`src/rtl/qam_symbol_mapper_if.sv`:
```
// Stream bundle between the serial-bit source, the constellation mapper and the IFFT loader.
// The master side feeds bits and accepts symbols; the slave side is the mapper itself.
interface qam_symbol_mapper_if #(
    parameter int OUT_W = 8,
    parameter int CNT_W = 16
);
    logic [1:0]              mode;
    logic                    bit_in;
    logic                    bit_valid;
    logic                    bit_ready;
    logic signed [OUT_W-1:0] sym_i;
    logic signed [OUT_W-1:0] sym_q;
    logic                    sym_valid;
    logic                    sym_ready;
    logic [CNT_W-1:0]        sym_count;
    logic                    mode_err;

    modport master (
        output mode, bit_in, bit_valid, sym_ready,
        input  bit_ready, sym_i, sym_q, sym_valid, sym_count, mode_err
    );

    modport slave (
        input  mode, bit_in, bit_valid, sym_ready,
        output bit_ready, sym_i, sym_q, sym_valid, sym_count, mode_err
    );
endinterface

```
`src/rtl/qam_symbol_mapper.sv`:
```
// Serial-bit to BPSK/QPSK/16-QAM constellation mapper with a one-deep output register,
// valid/ready backpressure on both sides and a wrapping count of delivered symbols.
module qam_symbol_mapper #(
    parameter int OUT_W = 8,
    parameter int AMP   = 24,
    parameter int CNT_W = 16
) (
    input  logic                 CLOCK_50,
    input  logic                 RESET_N,
    qam_symbol_mapper_if.slave   bus
);

    if (3 * AMP > (2 ** (OUT_W - 1)) - 1) begin : g_amp_check
        $error("qam_symbol_mapper: 3*AMP does not fit in signed OUT_W");
    end

    localparam logic signed [OUT_W-1:0] LVL1 = OUT_W'(AMP);
    localparam logic signed [OUT_W-1:0] LVL3 = OUT_W'(3 * AMP);

    typedef enum logic {COLLECT, LAST} state_t;

    state_t                  state_q, state_d;
    logic [1:0]              bit_cnt_q, bit_cnt_d;
    logic [1:0]              mode_q, mode_d;
    logic [2:0]              sh_q, sh_d;
    logic signed [OUT_W-1:0] sym_i_q, sym_i_d;
    logic signed [OUT_W-1:0] sym_q_q, sym_q_d;
    logic                    sym_valid_q, sym_valid_d;
    logic [CNT_W-1:0]        sym_count_q, sym_count_d;
    logic                    mode_err_q, mode_err_d;

    logic [1:0] eff_mode;
    logic [1:0] last_idx;
    logic [3:0] bits_full;
    logic       final_bit;
    logic       ready;
    logic       accept;
    logic       drain;

    // One Gray-coded axis: BPSK/QPSK use only msb, 16-QAM uses {msb,lsb}.
    function automatic logic signed [OUT_W-1:0] axis_level(input logic msb, input logic lsb,
                                                           input logic qam);
        if (!qam) begin
            return msb ? LVL1 : -LVL1;
        end
        case ({msb, lsb})
            2'b00:   return -LVL3;
            2'b01:   return -LVL1;
            2'b11:   return LVL1;
            default: return LVL3;
        endcase
    endfunction

    always_comb begin
        // The mode input only matters on b0; afterwards the latched copy rules.
        eff_mode = (bit_cnt_q == 2'd0) ? bus.mode : mode_q;
        case (eff_mode)
            2'b00:   last_idx = 2'd0;
            2'b10:   last_idx = 2'd3;
            default: last_idx = 2'd1;
        endcase
        final_bit = (state_q == LAST) || (bit_cnt_q == 2'd0 && last_idx == 2'd0);
        drain     = sym_valid_q & bus.sym_ready;
        ready     = RESET_N & ~(final_bit & sym_valid_q & ~bus.sym_ready);
        accept    = bus.bit_valid & ready;
        bits_full = {1'b0, sh_q};
        bits_full[bit_cnt_q] = bus.bit_in;

        state_d     = state_q;
        bit_cnt_d   = bit_cnt_q;
        mode_d      = mode_q;
        sh_d        = sh_q;
        sym_i_d     = sym_i_q;
        sym_q_d     = sym_q_q;
        sym_valid_d = sym_valid_q;
        sym_count_d = sym_count_q;
        mode_err_d  = mode_err_q;

        if (drain) begin
            sym_count_d = sym_count_q + CNT_W'(1);
            sym_valid_d = 1'b0;
        end

        if (accept) begin
            if (bit_cnt_q == 2'd0) begin
                mode_d = bus.mode;
                if (bus.mode == 2'b11) mode_err_d = 1'b1;
            end
            if (final_bit) begin
                state_d     = COLLECT;
                bit_cnt_d   = 2'd0;
                sh_d        = 3'd0;
                sym_valid_d = 1'b1;
                case (eff_mode)
                    2'b00: begin
                        sym_i_d = axis_level(bits_full[0], 1'b0, 1'b0);
                        sym_q_d = '0;
                    end
                    2'b10: begin
                        sym_i_d = axis_level(bits_full[0], bits_full[1], 1'b1);
                        sym_q_d = axis_level(bits_full[2], bits_full[3], 1'b1);
                    end
                    default: begin
                        sym_i_d = axis_level(bits_full[0], 1'b0, 1'b0);
                        sym_q_d = axis_level(bits_full[1], 1'b0, 1'b0);
                    end
                endcase
            end else begin
                bit_cnt_d = bit_cnt_q + 2'd1;
                sh_d      = bits_full[2:0];
                state_d   = (bit_cnt_q + 2'd1 == last_idx) ? LAST : COLLECT;
            end
        end
    end

    always_ff @(posedge CLOCK_50) begin
        if (!RESET_N) begin
            state_q     <= COLLECT;
            bit_cnt_q   <= 2'd0;
            mode_q      <= 2'd0;
            sh_q        <= 3'd0;
            sym_i_q     <= '0;
            sym_q_q     <= '0;
            sym_valid_q <= 1'b0;
            sym_count_q <= '0;
            mode_err_q  <= 1'b0;
        end else begin
            state_q     <= state_d;
            bit_cnt_q   <= bit_cnt_d;
            mode_q      <= mode_d;
            sh_q        <= sh_d;
            sym_i_q     <= sym_i_d;
            sym_q_q     <= sym_q_d;
            sym_valid_q <= sym_valid_d;
            sym_count_q <= sym_count_d;
            mode_err_q  <= mode_err_d;
        end
    end

    assign bus.bit_ready = ready;
    assign bus.sym_i     = sym_i_q;
    assign bus.sym_q     = sym_q_q;
    assign bus.sym_valid = sym_valid_q;
    assign bus.sym_count = sym_count_q;
    assign bus.mode_err  = mode_err_q;

endmodule

```
`src/flat_wrapper.sv`:
```
// flat-port wrapper written by rule: the top's interface ports become plain ports
module qam_symbol_mapper_flat 
#(
    parameter int OUT_W = 8,
    parameter int AMP   = 24,
    parameter int CNT_W = 16
)
  (CLOCK_50, RESET_N, bus_mode, bus_bit_in, bus_bit_valid, bus_sym_ready, bus_bit_ready, bus_sym_i, bus_sym_q, bus_sym_valid, bus_sym_count, bus_mode_err);
  qam_symbol_mapper_if #(.OUT_W(OUT_W), .CNT_W(CNT_W)) bus_i ();
  input  logic CLOCK_50;
  input  logic RESET_N;
  input wire logic [$bits(bus_i.mode)-1:0] bus_mode;
  input wire logic [$bits(bus_i.bit_in)-1:0] bus_bit_in;
  input wire logic [$bits(bus_i.bit_valid)-1:0] bus_bit_valid;
  input wire logic [$bits(bus_i.sym_ready)-1:0] bus_sym_ready;
  output wire logic [$bits(bus_i.bit_ready)-1:0] bus_bit_ready;
  output wire logic [$bits(bus_i.sym_i)-1:0] bus_sym_i;
  output wire logic [$bits(bus_i.sym_q)-1:0] bus_sym_q;
  output wire logic [$bits(bus_i.sym_valid)-1:0] bus_sym_valid;
  output wire logic [$bits(bus_i.sym_count)-1:0] bus_sym_count;
  output wire logic [$bits(bus_i.mode_err)-1:0] bus_mode_err;
  assign bus_i.mode = bus_mode;
  assign bus_i.bit_in = bus_bit_in;
  assign bus_i.bit_valid = bus_bit_valid;
  assign bus_i.sym_ready = bus_sym_ready;
  assign bus_bit_ready = bus_i.bit_ready;
  assign bus_sym_i = bus_i.sym_i;
  assign bus_sym_q = bus_i.sym_q;
  assign bus_sym_valid = bus_i.sym_valid;
  assign bus_sym_count = bus_i.sym_count;
  assign bus_mode_err = bus_i.mode_err;
  qam_symbol_mapper #(.OUT_W(OUT_W), .AMP(AMP), .CNT_W(CNT_W)) u_core (.CLOCK_50(CLOCK_50), .RESET_N(RESET_N), .bus(bus_i));
endmodule
```
`config.mk`:
```
export PLATFORM = sky130hd
export DESIGN_NAME = qam_symbol_mapper_flat
export DESIGN_NICKNAME = d
export VERILOG_FILES = /design/src/rtl/qam_symbol_mapper_if.sv /design/src/rtl/qam_symbol_mapper.sv /design/src/flat_wrapper.sv
export SDC_FILE = /design/constraint.sdc
export NUM_CORES = 1
export LEC_CHECK = 0
export ABC_AREA = 1
export ABC_CLOCK_PERIOD_IN_PS = 1700
export BUFFER_PORTS_ARGS = -buffer_cell sky130_fd_sc_hd__buf_2
export CAP_MARGIN = 20
export CORE_MARGIN = 2
export CORE_UTILIZATION = 49
export CTS_BUF_LIST = sky130_fd_sc_hd__clkbuf_8 sky130_fd_sc_hd__clkbuf_16
export CTS_CLUSTER_DIAMETER = 60
export DETAILED_ROUTE_END_ITERATION = 8
export GPL_ROUTABILITY_DRIVEN = 0
export GPL_TIMING_DRIVEN = 0
export PLACE_DENSITY = 0.74
export SYNTH_ARGS = -nofsm -noshare
export SYNTH_HDL_FRONTEND = slang
export SYNTH_SLANG_ARGS = --single-unit
```
`constraint.sdc`:
```
create_clock -name CLOCK_50 -period 1.7 [get_ports CLOCK_50]
set_input_delay 0.34 -clock CLOCK_50 [delete_from_list [all_inputs] [get_ports CLOCK_50]]
set_output_delay 0.34 -clock CLOCK_50 [all_outputs]
set_load 0.01 [all_outputs]
```
### After elaboration in Yosys (flattened, before gate mapping)

Index checks and enable logic that the tools add are counted.

* add/sub/neg operators: 2
* magnitude comparators: 2
* equality and inequality tests: 7
* mux-type cells: 29
* bitwise gates (word level): 7
* reduce and logical (&&, ||, !) cells: 11

Operators with widths (number)
* 8-bit 2-to-1 mux: 7
* 8-bit case mux with 3 select lines: 2
* 8-bit case mux with 2 select lines: 2
* 16-bit by 1-bit adder with 16-bit output (second input constant): 1
* 1-bit 2-to-1 mux: 12
* 2-bit logical NOT: 5
* 2-bit == test (second input constant): 4
* 1-bit bitwise AND: 5
* 4-bit bitwise mux: 1
* 2-bit by 1-bit == test with 1-bit output (second input constant): 2
* 2-bit 2-to-1 mux: 2
* 2-bit case mux with 2 select lines: 1
* 2-bit by 3-bit < comparator with 1-bit output (second input constant): 1
* 3-bit 2-to-1 mux: 1
* 3-bit AND reduction: 1
* 2-bit by 1-bit adder with 2-bit output (second input constant): 1
* 1-bit demux with 2-bit select: 1
* 2-bit == test: 1
* 2-bit by 1-bit greater-or-equal comparator with 1-bit output (second input constant): 1
* 1-bit logical AND: 2
* 1-bit NOT: 2
* 2-bit AND reduction: 1
* 2-bit OR reduction: 1
* 1-bit logical OR: 1

* register bits after elaboration: 42
* output and inout bits: 35
* logic and storage cells: 67

### Depth between registers and ports, before layout

Gate-level depths: netlist of the first run.

* depth in word-level cells: 15
* mapped depth: 12

### Worst setup path before layout of the first run

No wires, ideal clock.

* path type: register to register
* start point: register u_core.bit_cnt_q[0]
* end point: register u_core.sym_q_q[4] (netlist: u_core.bus.sym_q[4])
* library setup time: 0.119 ns
* arrival time: 1.641 ns
* required time: 1.581 ns
* slack: -0.060 ns
* cell stages (with the launch flop): 10
* path buffers: 0
* cell sequence: dfxtp_1 inv_1 ha_1 o21ai_0 inv_1 ha_1 o21ai_0 nand2_2 o21ai_1 nor2_1

* cells in the longest elaborated chain, start to end: 13
* elaborated cells on any way between the ends: 28
* those cells by class: order compare (2); eq/ne (3); mux (10); bitwise (5); reduce/logical (8)

Ends and longest elaborated chain
* start: declaration: RTL line qam_symbol_mapper.sv:23 `logic [1:0] bit_cnt_q, bit_cnt_d;`
* start signal: assignment: RTL line qam_symbol_mapper.sv:129 `bit_cnt_q <= bit_cnt_d;`
* 2-bit logical NOT: RTL line qam_symbol_mapper.sv:56, qam_symbol_mapper.sv:62
* 2-bit 2-to-1 mux: RTL line qam_symbol_mapper.sv:56 `eff_mode = (bit_cnt_q == 2'd0) ? bus.mode : mode_q;`
* 2-bit == test or 2-bit logical NOT (tied branches)
* 2-bit case mux with 2 select lines: RTL line qam_symbol_mapper.sv:57 `case (eff_mode)`
* 2-bit logical NOT: RTL line qam_symbol_mapper.sv:62 `final_bit = (state_q == LAST) || (bit_cnt_q == 2'd0 && last_idx == 2'd0);`
* 1-bit logical AND: RTL line qam_symbol_mapper.sv:62
* 1-bit logical OR: RTL line qam_symbol_mapper.sv:62
* 1-bit bitwise AND (2 in series): RTL line qam_symbol_mapper.sv:64 `ready = RESET_N & ~(final_bit & sym_valid_q & ~bus.sym_ready);`
* 1-bit NOT: RTL line qam_symbol_mapper.sv:64
* 1-bit bitwise AND: RTL line qam_symbol_mapper.sv:64
* 1-bit bitwise AND: RTL line qam_symbol_mapper.sv:65 `accept = bus.bit_valid & ready;`
* 2-bit AND reduction (no line)
* end signal: assignment: RTL line qam_symbol_mapper.sv:133 `sym_q_q <= sym_q_d;`
* end: declaration: RTL line qam_symbol_mapper.sv:27 `logic signed [OUT_W-1:0] sym_q_q, sym_q_d;`

Several ways; a longest one is shown, not always the timed one.
A chain may end at the register's enable or synchronous reset.

### Worst setup path after layout of the first run

* start point: register u_core.bit_cnt_q[1]
* end point: output port bus_bit_ready

* cells in the longest elaborated chain, start to end: 11
* elaborated cells on any way between the ends: 12
* those cells by class: eq/ne (1); mux (2); bitwise (4); reduce/logical (5)

Ends and longest elaborated chain
* 2-bit logical NOT (*): RTL line qam_symbol_mapper.sv:56, qam_symbol_mapper.sv:62
* 2-bit 2-to-1 mux: RTL line qam_symbol_mapper.sv:56
* 2-bit == test or 2-bit logical NOT (tied branches)
* 2-bit case mux with 2 select lines: RTL line qam_symbol_mapper.sv:57
* 2-bit logical NOT: RTL line qam_symbol_mapper.sv:62
* 1-bit logical AND (*): RTL line qam_symbol_mapper.sv:62
* 1-bit logical OR (*): RTL line qam_symbol_mapper.sv:62
* 1-bit bitwise AND (*) (2 in series): RTL line qam_symbol_mapper.sv:64
* 1-bit NOT (*): RTL line qam_symbol_mapper.sv:64
* 1-bit bitwise AND (*): RTL line qam_symbol_mapper.sv:64
* end: declaration: RTL line flat_wrapper.sv:16 `output wire logic [$bits(bus_i.bit_ready)-1:0] bus_bit_ready;`

Mark *: on every way between the ends. The rest lies on a longest branch, timed or not.

==> results of run 1 <==
per-layer routing:
metal  up-vias  global-route usage
met5         -                   0
met4         0              0.0842
met3         6              0.0574
met2        43               0.310
met1       746               0.273
li1        912                   -
worst max-delay path by stage:
stage	startpoint	to	depth (start not counted)
3_5_place_dp	u_core.bit_cnt_q[0]	u_core.bus.sym_q[4]	9
5_1_grt	u_core.bit_cnt_q[0]	u_core.bus.sym_q[4]	9
2_1_floorplan	u_core.bit_cnt_q[0]	u_core.bus.sym_q[4]	9
4_1_cts	u_core.bit_cnt_q[0]	u_core.bus.sym_q[4]	9
3_3_place_gp	u_core.bit_cnt_q[0]	u_core.bus.sym_q[4]	9
6_report	u_core.bit_cnt_q[1]	bus_bit_ready	8
cells in the mapped netlist, types with 2 or more instances:
library cell | instances | area (um2)
nand2_1 | 54 | 203
inv_1 | 35 | 131
dfxtp_1 | 34 | 681
nor2_1 | 19 | 71.3
a21oi_1 | 17 | 85.1
o21ai_0 | 14 | 70.1
nand3_1 | 12 | 60.1
buf_4 | 8 | 60.1
ha_1 | 8 | 100
o21ai_1 | 8 | 40.0
nor2_4 | 6 | 67.6
nand2_2 | 5 | 31.3
buf_2 | 3 | 15.0
inv_2 | 3 | 11.3
nand2_4 | 3 | 33.8
nor2_2 | 3 | 18.8
o21a_1 | 3 | 22.5
nand3_2 | 2 | 20.0
nand4_1 | 2 | 12.5
o21ai_2 | 2 | 17.5
metrics by stage:
stage	setup TNS (ps)	hold WS (ps)
4_1_cts	0	387
3_3_place_gp	-249	435
3_5_place_dp	-268	440
6_report	0	398
5_1_grt	0	398
2_1_floorplan	0	442
layout by cell type, fill, tap and decap left out, types with 2 or more instances in the layout:
| master | netlist | layout |
|---|---|---|
| nand2_1 | 54 | 52 |
| o21ai_0 | 14 | 12 |
| a21oi_1 | 17 | 17 |
| nand4_1 | 2 | 2 |
| buf_4 | 8 | 18 |
| clkbuf_8 | 0 | 6 |
| nand2_2 | 5 | 6 |
| o21a_1 | 3 | 3 |
| dfxtp_1 | 34 | 32 |
| nor2_4 | 6 | 6 |
| inv_2 | 3 | 4 |
| ha_1 | 8 | 7 |
| conb_1 | 1 | 6 |
| nor2_1 | 19 | 19 |
| nand3_1 | 12 | 12 |
| nand3_2 | 2 | 2 |
| inv_1 | 35 | 34 |
| nor2_2 | 3 | 3 |
| o21ai_1 | 8 | 7 |
| o21ai_2 | 2 | 5 |
| nand2_4 | 3 | 4 |
| buf_2 | 3 | 37 |
cell type report:
| type | count | area (um2) | share of cell area |
|---|---|---|---|
| multi-input combinational | 176 | 1050 | 0.444 |
| sequential | 34 | 686 | 0.290 |
| timing repair buffer | 44 | 245 | 0.104 |
| inverter | 40 | 158 | 0.0667 |
| clock buffer | 6 | 82.6 | 0.0349 |
| buffer | 11 | 75.1 | 0.0317 |
| tap | 48 | 60.1 | 0.0254 |
| clock inverter | 2 | 8.76 | 0.00370 |
kinds of logic after synthesis:
group                      synth area share
DFF                                   0.355
adders and majority gates            0.0522
AOI/OAI and AO/OA                     0.147
buffers and inverters                 0.126
other                               0.00195
xor gates and xnor gates            0.00913
and+or+nand+nor                       0.310
registers in the layout, summed over array words and instances (netlist names):
signal                flops
u_core.bus.sym_count     16
u_core.bus.sym_i          4
u_core.bus.sym_q          4
u_core.sh_q               3
u_core.bit_cnt_q          2
u_core.mode_q             2
u_core.bus.mode_err       1
u_core.bus.sym_valid      1
u_core.state_q            1
critical path, cell delays in order (launching register included):
cell and delay (ps):
dfxtp_2 330, inv_2 80, ha_4 150, nand3_4 70, nand2_4 80, nand2_4 50
nand2_2 60, inv_1 30, buf_2 120
where the power goes:
group | total, mW | switching [mW] | internal (mW)
Clock | 0.623 | 0.302 | 0.321
Combinational | 0.497 | 0.292 | 0.205
Sequential | 0.863 | 0.0246 | 0.838
Total | 1.98 | 0.618 | 1.36
what timing repair did:
action	4_1_cts	5_1_grt
pin swaps	2	5
gates resized for setup	11	4
setup buffers	7	3
endpoints found under the setup margin	4	7
==> key figures, run 1 <==
Worst hold path
  – HP Class: primary input to flip-flop
  – Hold depth: 3
  – Critical hold path startpoint: RESET_N
  – Hold endpoint: u_core.bus.sym_count[7]

Synth
  – Gate Count Post-Synth: 257
  – Yosys warnings: 0
  – Yosys cell types: 36
  – Mapped cell area: 0.00192 mm2
  – Number of synthesized register bits: 34
  – Prevailing post-synth register cell: dfxtp_1
  – Async SR Flop Fraction: 0
  – Syn Area/Cell: around 7.5 um2
  – Number of flops mapped to enable cells by yosys: 0
  – Seq/Total Area, Yosys: 0.355

Routing
  – WL met1: 1.92 mm
  – Via/cell ratio: between 4 and 5
  – DRT iter0 DRCs: 82
  – DRC viols: 0
  – Max layer used: met4
  – Pre-antenna DRT Iters: 4
  – DR WL/cell: 10.9 um
  – Met2 wire len: 1.72 mm
  – Via count: 1707
  – Met3 WL: roughly 230 um
  – DRT antenna net count: 0
  – Routed wire length: 3.94 mm

Finish
  – Area Growth Syn to Fin: 23.2%
  – Final Core Density: 0.636
  – Fill cells: 366
  – # diodes: 0
  – Layout cells sized above 1: 0.329
  – Post-Layout Cell Count: approximately 360
  – Nets: 327
  – Design Area, Final: 0.00236 mm2

Job
  – Max-capacitance violation count: 0

Outcome
  – Status: completed

STA
  – Final Cycle Share: 0.945
  – Final worst slack: between 90 and 100 ps
  – Max Slew Vio Count: 0
  – Final Hold Viols: 0
  – Skew final: approximately 5.0 ps
  – RSZ-0062 raised after global routing: false
  – Fmax: a little over 0.6 GHz
  – Minimum clock period: 1610 ps
  – Final setup violation count: 0

Floorplanning
  – Placeable Area: 0.00372 mm2
  – IO Pins: 42
  – # rows: 22
  – Die Ht: between 60 and 70 um
  – Initial Util: 0.516
  – Die area: 0.00443 mm2
  – Die X-Extent: 66.6 um

Setup path
  – Worst reg2reg endpoint: u_core.bus.sym_q[5]
  – Setup crit start kind: flip-flop
  – CP Max Fanout: 3
  – Worst r2r src: u_core.bit_cnt_q[0]
  – Worst setup EP type: primary output
  – R2R depth: 10
  – Crit path DAT: 1270 ps
  – Flop-to-flop setup slack: ~130 ps
  – Crit path kind: flip-flop to primary output
  – CP required: 1360 ps

Clock network
  – Worst-path clk slew: about 70 ps
  – CTS Root Cell: clkbuf_8
  – Clock sinks: 34
  – CTS Buffer Depth: 2
  – TritonCTS Buffers: 5
  – Post-CTS Hold Buffers: 0
  – H-tree levels: 2
  – Clock latency on the worst-skew pair: 290 ps
  – CTS tree: done

GRT
  – Gr ovfl total: 0
  – First-pass GRT wire length: 6.78 mm
  – Number of global-route vias before repair: 1516
  – Gr usage total: 0.205
  – Largest net degree at the start of global routing: 11
  – Initial antenna violation count: 0

Placement
  – Port buffer count: 34
  – DP Area: 0.00217 mm2
  – Dpl hpwl: about 2.8 mm
  – Pre-CTS WS: -154 ps
  – DP Cell Count: ~340

Power and ir drop
  – Leakage Power: 1.14 nW
  – Pwr per Cell Area: 838 mW/mm2
  – Tot Pwr: 1.98 mW
  – Peak VDD IR: between 0.6 and 0.7 mV
(Power assumes the default switching activity.)
==> run 2, diff against run 1 <==
- MAX_ROUTING_LAYER: unset -> met4
- PLACE_DENSITY: 0.74 -> 0.79
==> key figures, run 2 (synthesized netlist as in run 1, its figures left out) <==
STA
  – Skew final: 6.64 ps
  – Final Hold Viols: 0
  – Final setup violation count: 0
  – Final worst slack: 46.7 ps
  – Final Cycle Share: 0.973
  – Fmax: between 0.6 and 0.7 GHz
  – Minimum clock period: 1650 ps
  – Max Slew Vio Count: 0

Power and ir drop
  – Pint: 1.46 mW
  – Tot Pwr: roughly 2.1 mW
  – Switching Power: 638 uW
  – Leakage Power: roughly 1.1 nW
  – Peak VDD IR: 0.555 mV
  – Clock share of power: 0.361
  – Sw Share: 0.305
  – Combinational Power Share: 0.227
  – Part of the power in registers: 0.412
  – Pwr per Cell Area: between 800 and 900 mW/mm2

Clock network
  – CTS Root Cell: clkbuf_8
  – CTS Buffer Depth: 2
  – Post-CTS Hold Buffers: 0
  – H-tree levels: 2
  – Clock latency on the worst-skew pair: 290 ps
  – TritonCTS Buffers: 5
  – Worst-path clk slew: 70 ps
  – Clock sinks: 34
  – CTS tree: done

Finish
  – Area of the multi-input gates: 0.00104 mm2
  – Layout cells sized above 1: 0.311
  – Commonest non-fill, non-tap cell in the layout: nand2_1
  – Seq. cell area: 686 um2
  – Largest register FFs: 16
  – Area Growth Syn to Fin: 22.1%
  – Most frequent cells in the layout: nand2_1, buf_2, inv_1, dfxtp_1, nor2_1
  – Nets: 323
  – # diodes: 0
  – Fill cells: 351

GRT
  – Largest net degree at the start of global routing: 12
  – First-pass GRT wire length: 6.77 mm
  – Initial antenna violation count: 0
  – Gr usage total: 0.208
  – Number of global-route vias before repair: 1566
  – Gr ovfl total: 0

Placement
  – Dpl hpwl: approximately 2.9 mm
  – Pre-CTS WS: -178 ps
  – Port buffer count: 34

Routing
  – DRT antenna net count: 0
  – Met2 wire len: 1.85 mm
  – Pre-antenna DRT Iters: 4
  – Via/cell ratio: 4.86
  – Via count: 1734
  – DR WL/cell: 11.4 um
  – Max layer used: met4
  – DRC viols: 0
  – WL met1: roughly 1.9 mm
  – Routed wire length: 4.08 mm
  – Met3 WL: approximately 210 um
  – DRT iter0 DRCs: 123

Job
  – Max-capacitance violation count: 0

Setup path
  – Worst setup EP type: primary output
  – Crit path kind: flip-flop to primary output
  – Crit path DAT: 1310 ps
  – Setup crit start kind: flip-flop
  – CP Max Fanout: 5
  – CP required: 1360 ps

Floorplanning
  – Die area: 0.00443 mm2
  – IO Pins: 42
  – Die Ht: 66.6 um
  – # rows: 22
  – Placeable Area: 0.00372 mm2
  – Initial Util: 0.516
  – Die X-Extent: 66.6 um

Outcome
  – Status: completed

Worst hold path
  – HP Class: primary input to flip-flop
-- run 2: cell count changes in the layout (fill, tap and decap cells not counted) --
cell	delta
buf_4	-4
clkbuf_8	-1
o21ai_2	-2
bufinv_16	+1
nand2_2	-1
clkinv_2	-1
o21ai_1	+2
nand2_1	+1
clkinvlp_4	+1
-- run 2: critical path: stages (launching register included) --
cell and delay (ps):
dfxtp_4 360, inv_4 80, ha_4 150, nand3_4 80
nand2_4 80, nand2_4 50, nand2_2 70, inv_1 40
buf_2 120
-- run 2: metal layers --
layer	up-vias	GRT usage
li1	905	-
met3	10	0.0405
met5	-	-
met4	0	0.0867
met2	54	0.316
met1	765	0.272
-- run 2: worst paths after layout --
| kind | startpoint | endpoint | slack (ps) | depth (start not counted) |
|---|---|---|---|---|
| max reg2reg | u_core.bit_cnt_q[0] | u_core.bus.sym_q[4] | 90 | 9 |
| max | u_core.bit_cnt_q[0] | bus_bit_ready | 50 | 8 |
| min reg2reg | u_core.bus.sym_q[3] | u_core.bus.sym_q[3] | 450 | 2 |
| min | bus_mode[0] | u_core.bus.mode_err | 420 | 5 |
-- run 2: layout make-up --
class | count | area share
Multi-Input combinational cell | 176 | 0.444
Clock inverter | 3 | 0.0176
Sequential cell | 34 | 0.293
Timing Repair Buffer | 40 | 0.0918
Inverter | 40 | 0.0673
Tap cell | 48 | 0.0256
Buffer | 11 | 0.0320
Clock buffer | 5 | 0.0294
-- run 2: stage by stage --
step           std cells  utilization  TNS [ps]  instance area (um2)  hold slack (ps)
6_report             357        0.631         0                 2340              420
5_1_grt              357        0.631     -11.3                 2340              430
4_1_cts              357        0.630     -11.9                 2340              419
3_5_place_dp         344        0.584      -307                 2170              444
3_3_place_gp         344        0.584      -217                 2170              435
2_1_floorplan        262            -         0                 1940              442
-- run 2: what timing repair did --
item                       4_1_cts  5_1_grt
setup endpoints to repair        4        5
buffers inserted                 5        1
gates resized for setup         11        1
cloned                           0        0
pin swaps                        2        4
-- run 2: power by group through the flow --
stage               registers [mW]  logic, mW  clock network (mW)
global placement             0.877      0.414                   0
floorplan                    0.883      0.324                   0
detailed placement           0.879      0.425                   0
CTS                          0.862      0.474               0.758
finish                       0.862      0.476               0.755
global route                 0.867      0.534               0.796
